### config.mk
export PLATFORM = sky130hd
export DESIGN_NAME = rns_err_event_monitor
export DESIGN_NICKNAME = d
export VERILOG_FILES = /design/src/rtl/rns_err_pkg.sv /design/src/rtl/sat_counter.sv /design/src/rtl/rns_err_event_monitor.sv
export SDC_FILE = /design/constraint.sdc
export NUM_CORES = 1
export LEC_CHECK = 0
export ABC_CLOCK_PERIOD_IN_PS = 2200
export BUFFER_PORTS_ARGS = -buffer_cell sky130_fd_sc_hd__buf_2
export CAP_MARGIN = 20
export CORE_MARGIN = 3
export CORE_UTILIZATION = 54
export CTS_CLUSTER_DIAMETER = 200
export DETAILED_ROUTE_END_ITERATION = 7
export HOLD_SLACK_MARGIN = 0.1
export PLACE_DENSITY = 0.79
export SYNTH_ARGS = -nofsm -noshare
export SYNTH_HDL_FRONTEND = slang
export SYNTH_SLANG_ARGS = --single-unit
### constraint.sdc
create_clock -name clk -period 2.2 [get_ports clk]
set_input_delay 0.44 -clock clk [delete_from_list [all_inputs] [get_ports clk]]
set_output_delay 0.44 -clock clk [all_outputs]
set_load 0.005 [all_outputs]
### src/rtl/rns_err_pkg.sv
// Shared types and default widths for the residue error event monitor.
// Imported by the monitor top and its counter sub-module.
package rns_err_pkg;

  typedef enum logic {
    IDLE = 1'b0,
    PEND = 1'b1
  } err_state_e;

  localparam int ERR_CNT_W    = 16;
  localparam int ERR_IDX_W    = 16;
  localparam int ERR_BURST_TH = 4;

endpackage

### src/rtl/sat_counter.sv
// Parameterised up-counter with synchronous clear and optional saturation.
// clr together with inc loads 1, so a same-cycle event is never dropped.
module sat_counter #(
  parameter int W   = 8,
  parameter bit SAT = 1'b1
) (
  input  logic         clk,
  input  logic         reset,
  input  logic         inc,
  input  logic         clr,
  output logic [W-1:0] q
);

  logic [W-1:0] q_q;
  logic [W-1:0] q_d;

  always_comb begin
    q_d = q_q;
    if (clr) begin
      q_d = inc ? W'(1) : '0;
    end else if (inc && !(SAT && (&q_q))) begin
      q_d = q_q + W'(1);
    end
  end

  always_ff @(posedge clk) begin
    if (reset) begin
      q_q <= '0;
    end else begin
      q_q <= q_d;
    end
  end

  assign q = q_q;

endmodule

### src/rtl/rns_err_event_monitor.sv
// Qualifies merged residue error flags, counts events and bursts, raises irq.
// Define ERR_MON_FIRST_IDX_EN to keep the first-error word index capture.
module rns_err_event_monitor
  import rns_err_pkg::*;
#(
  parameter int CNT_W    = ERR_CNT_W,
  parameter int IDX_W    = ERR_IDX_W,
  parameter int BURST_TH = ERR_BURST_TH
) (
  input  logic             clk,
  input  logic             reset,
  input  logic             err_in,
  input  logic             valid_in,
  input  logic             ack,
  input  logic             clr_cnt,
  output logic             err_irq,
  output logic             err_sticky,
  output logic             err_burst,
  output logic [CNT_W-1:0] err_count,
  output logic [IDX_W-1:0] first_err_idx
);

  localparam logic [CNT_W-1:0] TH   = CNT_W'(BURST_TH);
  localparam logic [CNT_W-1:0] THM1 = CNT_W'(BURST_TH - 1);

  err_state_e       state_q, state_d;
  logic             irq_q, irq_d;
  logic             sticky_q, sticky_d;
  logic             burst_q, burst_d;
  logic [IDX_W-1:0] idx_q, idx_d;
  logic [CNT_W-1:0] run_cnt;
  logic             ev;
  logic             eff_ack;
  logic             run_inc;
  logic             run_clr;

  assign ev      = valid_in & err_in;
  // an event in the ack cycle wins, so the ack is dropped entirely
  assign eff_ack = ack & (state_q == PEND) & ~ev;
  assign run_inc = ev & (run_cnt != TH);
  assign run_clr = (valid_in & ~err_in) | eff_ack;

  sat_counter #(
    .W   (CNT_W),
    .SAT (1'b1)
  ) u_err_cnt (
    .clk   (clk),
    .reset (reset),
    .inc   (ev),
    .clr   (clr_cnt),
    .q     (err_count)
  );

  sat_counter #(
    .W   (CNT_W),
    .SAT (1'b0)
  ) u_run_cnt (
    .clk   (clk),
    .reset (reset),
    .inc   (run_inc),
    .clr   (run_clr),
    .q     (run_cnt)
  );

  always_comb begin
    idx_d = idx_q;
    if (clr_cnt) begin
      idx_d = valid_in ? IDX_W'(1) : '0;
    end else if (valid_in) begin
      idx_d = idx_q + IDX_W'(1);
    end
  end

  always_comb begin
    state_d  = state_q;
    irq_d    = irq_q;
    sticky_d = sticky_q;
    burst_d  = burst_q;
    unique case (state_q)
      IDLE: if (ev) state_d = PEND;
      PEND: if (eff_ack) state_d = IDLE;
      default: state_d = IDLE;
    endcase
    irq_d    = (state_d == PEND);
    sticky_d = (state_d == PEND);
    if (eff_ack) begin
      burst_d = 1'b0;
    end else if (ev && (run_cnt >= THM1)) begin
      burst_d = 1'b1;
    end
  end

  always_ff @(posedge clk) begin
    if (reset) begin
      state_q  <= IDLE;
      irq_q    <= 1'b0;
      sticky_q <= 1'b0;
      burst_q  <= 1'b0;
      idx_q    <= '0;
    end else begin
      state_q  <= state_d;
      irq_q    <= irq_d;
      sticky_q <= sticky_d;
      burst_q  <= burst_d;
      idx_q    <= idx_d;
    end
  end

`ifdef ERR_MON_FIRST_IDX_EN
  logic [IDX_W-1:0] first_q, first_d;

  always_comb begin
    first_d = first_q;
    if (ev && ((state_q == IDLE) || ack)) begin
      first_d = idx_q;
    end
  end

  always_ff @(posedge clk) begin
    if (reset) begin
      first_q <= '0;
    end else begin
      first_q <= first_d;
    end
  end

  assign first_err_idx = first_q;
`else
  assign first_err_idx = '0;
`endif

  assign err_irq    = irq_q;
  assign err_sticky = sticky_q;
  assign err_burst  = burst_q;

endmodule

==> impl_results.md <==
* WP buf/inv at 0
* Synth cell types at between 40 and 50
* Routed Antenna Nets at 0
* TritonCTS buffer count at 5
* Final hold vios at 0
* # port buffers at 24
* VDD IR max at 319 µV
* Starting Density at 59.8%
* Leading register cell type out of synthesis: dfxtp_1
* Ys async rst share at 0%
* Core Area at approximately 3200 µm²
* Via count at approximately 1.8k
* Drt initial violations at about 210
* Delay-heaviest family, CP: simple AND/OR/NAND/NOR gates
* H-tree levels at 2
* Detailed-route wire length at between 4000 and 5000 µm
* Setup TNS at 0 ns
* All-Layer GR Usage at 20.6%
* Worst Skew at between 0.005 and 0.006 ns
* Hold Slack at 0.374 ns
* Crit path kind: flop to flop
* Tcrit/Tclk final at 89.7%
* Critical Path RT at 2.47 ns
* Fmax achieved at slightly above 0.5 GHz
* Tmin final at 1.97 ns
* Gr ovfl total at 0
* HPWL Detailed at slightly above 3000 µm
* Sequential fraction of the synthesis area at 35.6%
* Via density at roughly 6.0
* Synthesized flop and latch total at 34
* Initial antenna violation count at 0
* Die height at 65.5 µm
* Syn Std Cell Area at 1910 µm²
* Fin. max-slew vios at 0
* Post-CTS setup buffer count at 0
* Sinks on the clock net at 34
* Ant diodes at 0
* Power Dens Cells at about 540 nW/µm²
* CP max stage cell: or4_4
* TritonCTS clock tree: yes
* Syn. warnings at 0
* CTS max path bufs at 2
* Max-cap violations at 0
* Unrepaired setup endpoints after global routing: no
* Post-route DRC violation count at 0
* Total Power at 1.12 mW
* Status: finished clean
* CP endpoint kind: flop
* Pre-antenna DRT Iters at 4
* CP cell instances: ha_1 -> nand3_1 -> or4_4 -> a2111o_1 -> o31ai_1
* Vias in the first global route at ~1.5k
* Die W at 65.5 µm
* Rows at 20
* CTS root buf: clkbuf_4
* P_leak at 0.786 nW
* Largest net degree at the start of global routing at 15
* Worst Hold Class: input port to flop
* Finished Core Util at 65.0%
* Crit-path max FO at 8
* # setup viols final at 0
* Routed len/inst at 14.3 µm
* WP data arrival at between 2 and 2.5 ns
* Clock Latency Late Sink at 0.35 ns
* Layout cells sized above 1 at 19.0%
* Area grow syn2layout at 8.82%
* Post-synth EDFFs at 0
* Ports at 41
* Fin nets at approximately 260
* RePlAce Congestion at 0.887
* Cts hold-fix bufs at 0
* Clock Pin Slew Worst Setup and Hold Paths at 0.11 ns
* # resized after CTS at 0
* CP startpoint kind: flop
* Die ar. at 4300 µm²
* Post-Syn Area per Cell at 8.58 µm²
* Global-route wire length before repair at 6910 µm
* Critical Path Max Stage Delay at approximately 0.50 ns
* Post-Syn Instances at 223
==> sequential cells by signal (all words and copies together), names as in the netlist <==
name and count:
u_err_cnt.q 16, u_run_cnt.q 16, err_burst 1, err_sticky 1
==> area by class of cell <==
| type | count | area, µm² |
|---|---|---|
| Tap cell | 44 | 55.1 |
| Inverter | 4 | 15.0 |
| Fill cell | 293 | 1120 |
| Multi-Input combinational cell | 174 | 1100 |
| Timing Repair Buffer | 28 | 150 |
| Sequential cell | 34 | 681 |
| Clock buffer | 8 | 78.8 |
==> where the power goes <==
group          switching, mW  internal (mW)
Combinational         0.0423         0.0185
Clock                  0.220          0.218
Sequential           0.00435          0.618
Total                  0.266          0.855
==> path summary, 6_finish.rpt <==
check                           cells after the start                           end                          from  slack (ns)
worst min register to register                      2  u_run_cnt.q[15]$_SDFFE_PP0P_  u_run_cnt.q[15]$_SDFFE_PP0P_        0.49
worst max-delay path                                5   u_err_cnt.q[0]$_SDFFE_PP0P_   u_err_cnt.q[1]$_SDFFE_PP0P_        0.23
worst min-delay path                                2         err_sticky$_SDFF_PP0_                         reset        0.37
worst max register to register                      5   u_err_cnt.q[0]$_SDFFE_PP0P_   u_err_cnt.q[1]$_SDFFE_PP0P_        0.23
==> metal layers <==
layer	part of all wire, %	up-vias	track usage, %
met5	0	-	0
met4	1.3	0	9.59
met3	8.7	8	4.44
met2	40	75	27.9
met1	50	804	30.5
li1	-	863	-
==> logic make-up after synthesis <==
family                     after synthesis  share of synthesized area [%]
and+or+nand+nor                         93                           29.7
AOI/OAI and AO/OA                       52                           18.1
DFF                                     34                           35.6
buffers and inverters                   30                           9.74
xor gates and xnor gates                 8                           3.66
adders and majority gates                3                           1.96
muxes                                    2                           1.05
other                                    1                          0.196
==> cell usage after synthesis, drive strengths merged, types with 2 or more instances <==
| library cell | n | area, µm² |
|---|---|---|
| a2111o | 2 | 22.5 |
| a21oi | 20 | 100 |
| a31oi | 2 | 12.5 |
| a41o | 2 | 22.5 |
| and2 | 4 | 25.0 |
| and3 | 3 | 20.0 |
| and4 | 5 | 43.8 |
| buf | 21 | 153 |
| clkbuf | 5 | 18.8 |
| dfxtp | 34 | 681 |
| ha | 3 | 37.5 |
| inv | 4 | 15.0 |
| mux2i | 2 | 20.0 |
| nand2 | 15 | 56.3 |
| nand2b | 3 | 18.8 |
| nand3 | 10 | 50.1 |
| nand4 | 12 | 81.3 |
| nand4b | 2 | 17.5 |
| nor2 | 14 | 52.6 |
| nor3 | 2 | 10.0 |
| nor4 | 3 | 33.8 |
| o21ai | 7 | 35.0 |
| o311ai | 2 | 17.5 |
| o31ai | 9 | 67.6 |
| o41ai | 3 | 26.3 |
| or3 | 7 | 45.1 |
| or4 | 10 | 82.6 |
| xor2 | 8 | 70.1 |
==> per-stage QoR <==
step / worst slack (ns) / instances / cell area (µm²)
floorplan: 0.342 / 238 / 1970
global placement: 0.303 / 284 / 2000
detailed placement: 0.280 / 284 / 2000
CTS: 0.248 / 292 / 2080
global route: 0.0975 / 292 / 2080
finish: 0.228 / 292 / 2080
==> layout by cell type (no fill, tap or decap), drive strengths merged, types with 2 or more instances in the layout <==
master	synthesis	routed
dfxtp	34	34
buf	21	28
a21oi	20	20
conb	1	16
nand2	15	15
nor2	14	14
nand4	12	12
nand3	10	10
or4	10	10
o31ai	9	9
xor2	8	8
clkbuf	5	8
o21ai	7	7
or3	7	7
and4	5	5
inv	4	4
and2	4	4
nand2b	3	3
o41ai	3	3
ha	3	3
nor4	3	3
and3	3	3
nor3	2	2
mux2i	2	2
a2111o	2	2
nand4b	2	2
o311ai	2	2
a31oi	2	2
a41o	2	2
Note: power is estimated with default switching activity, not from simulation.
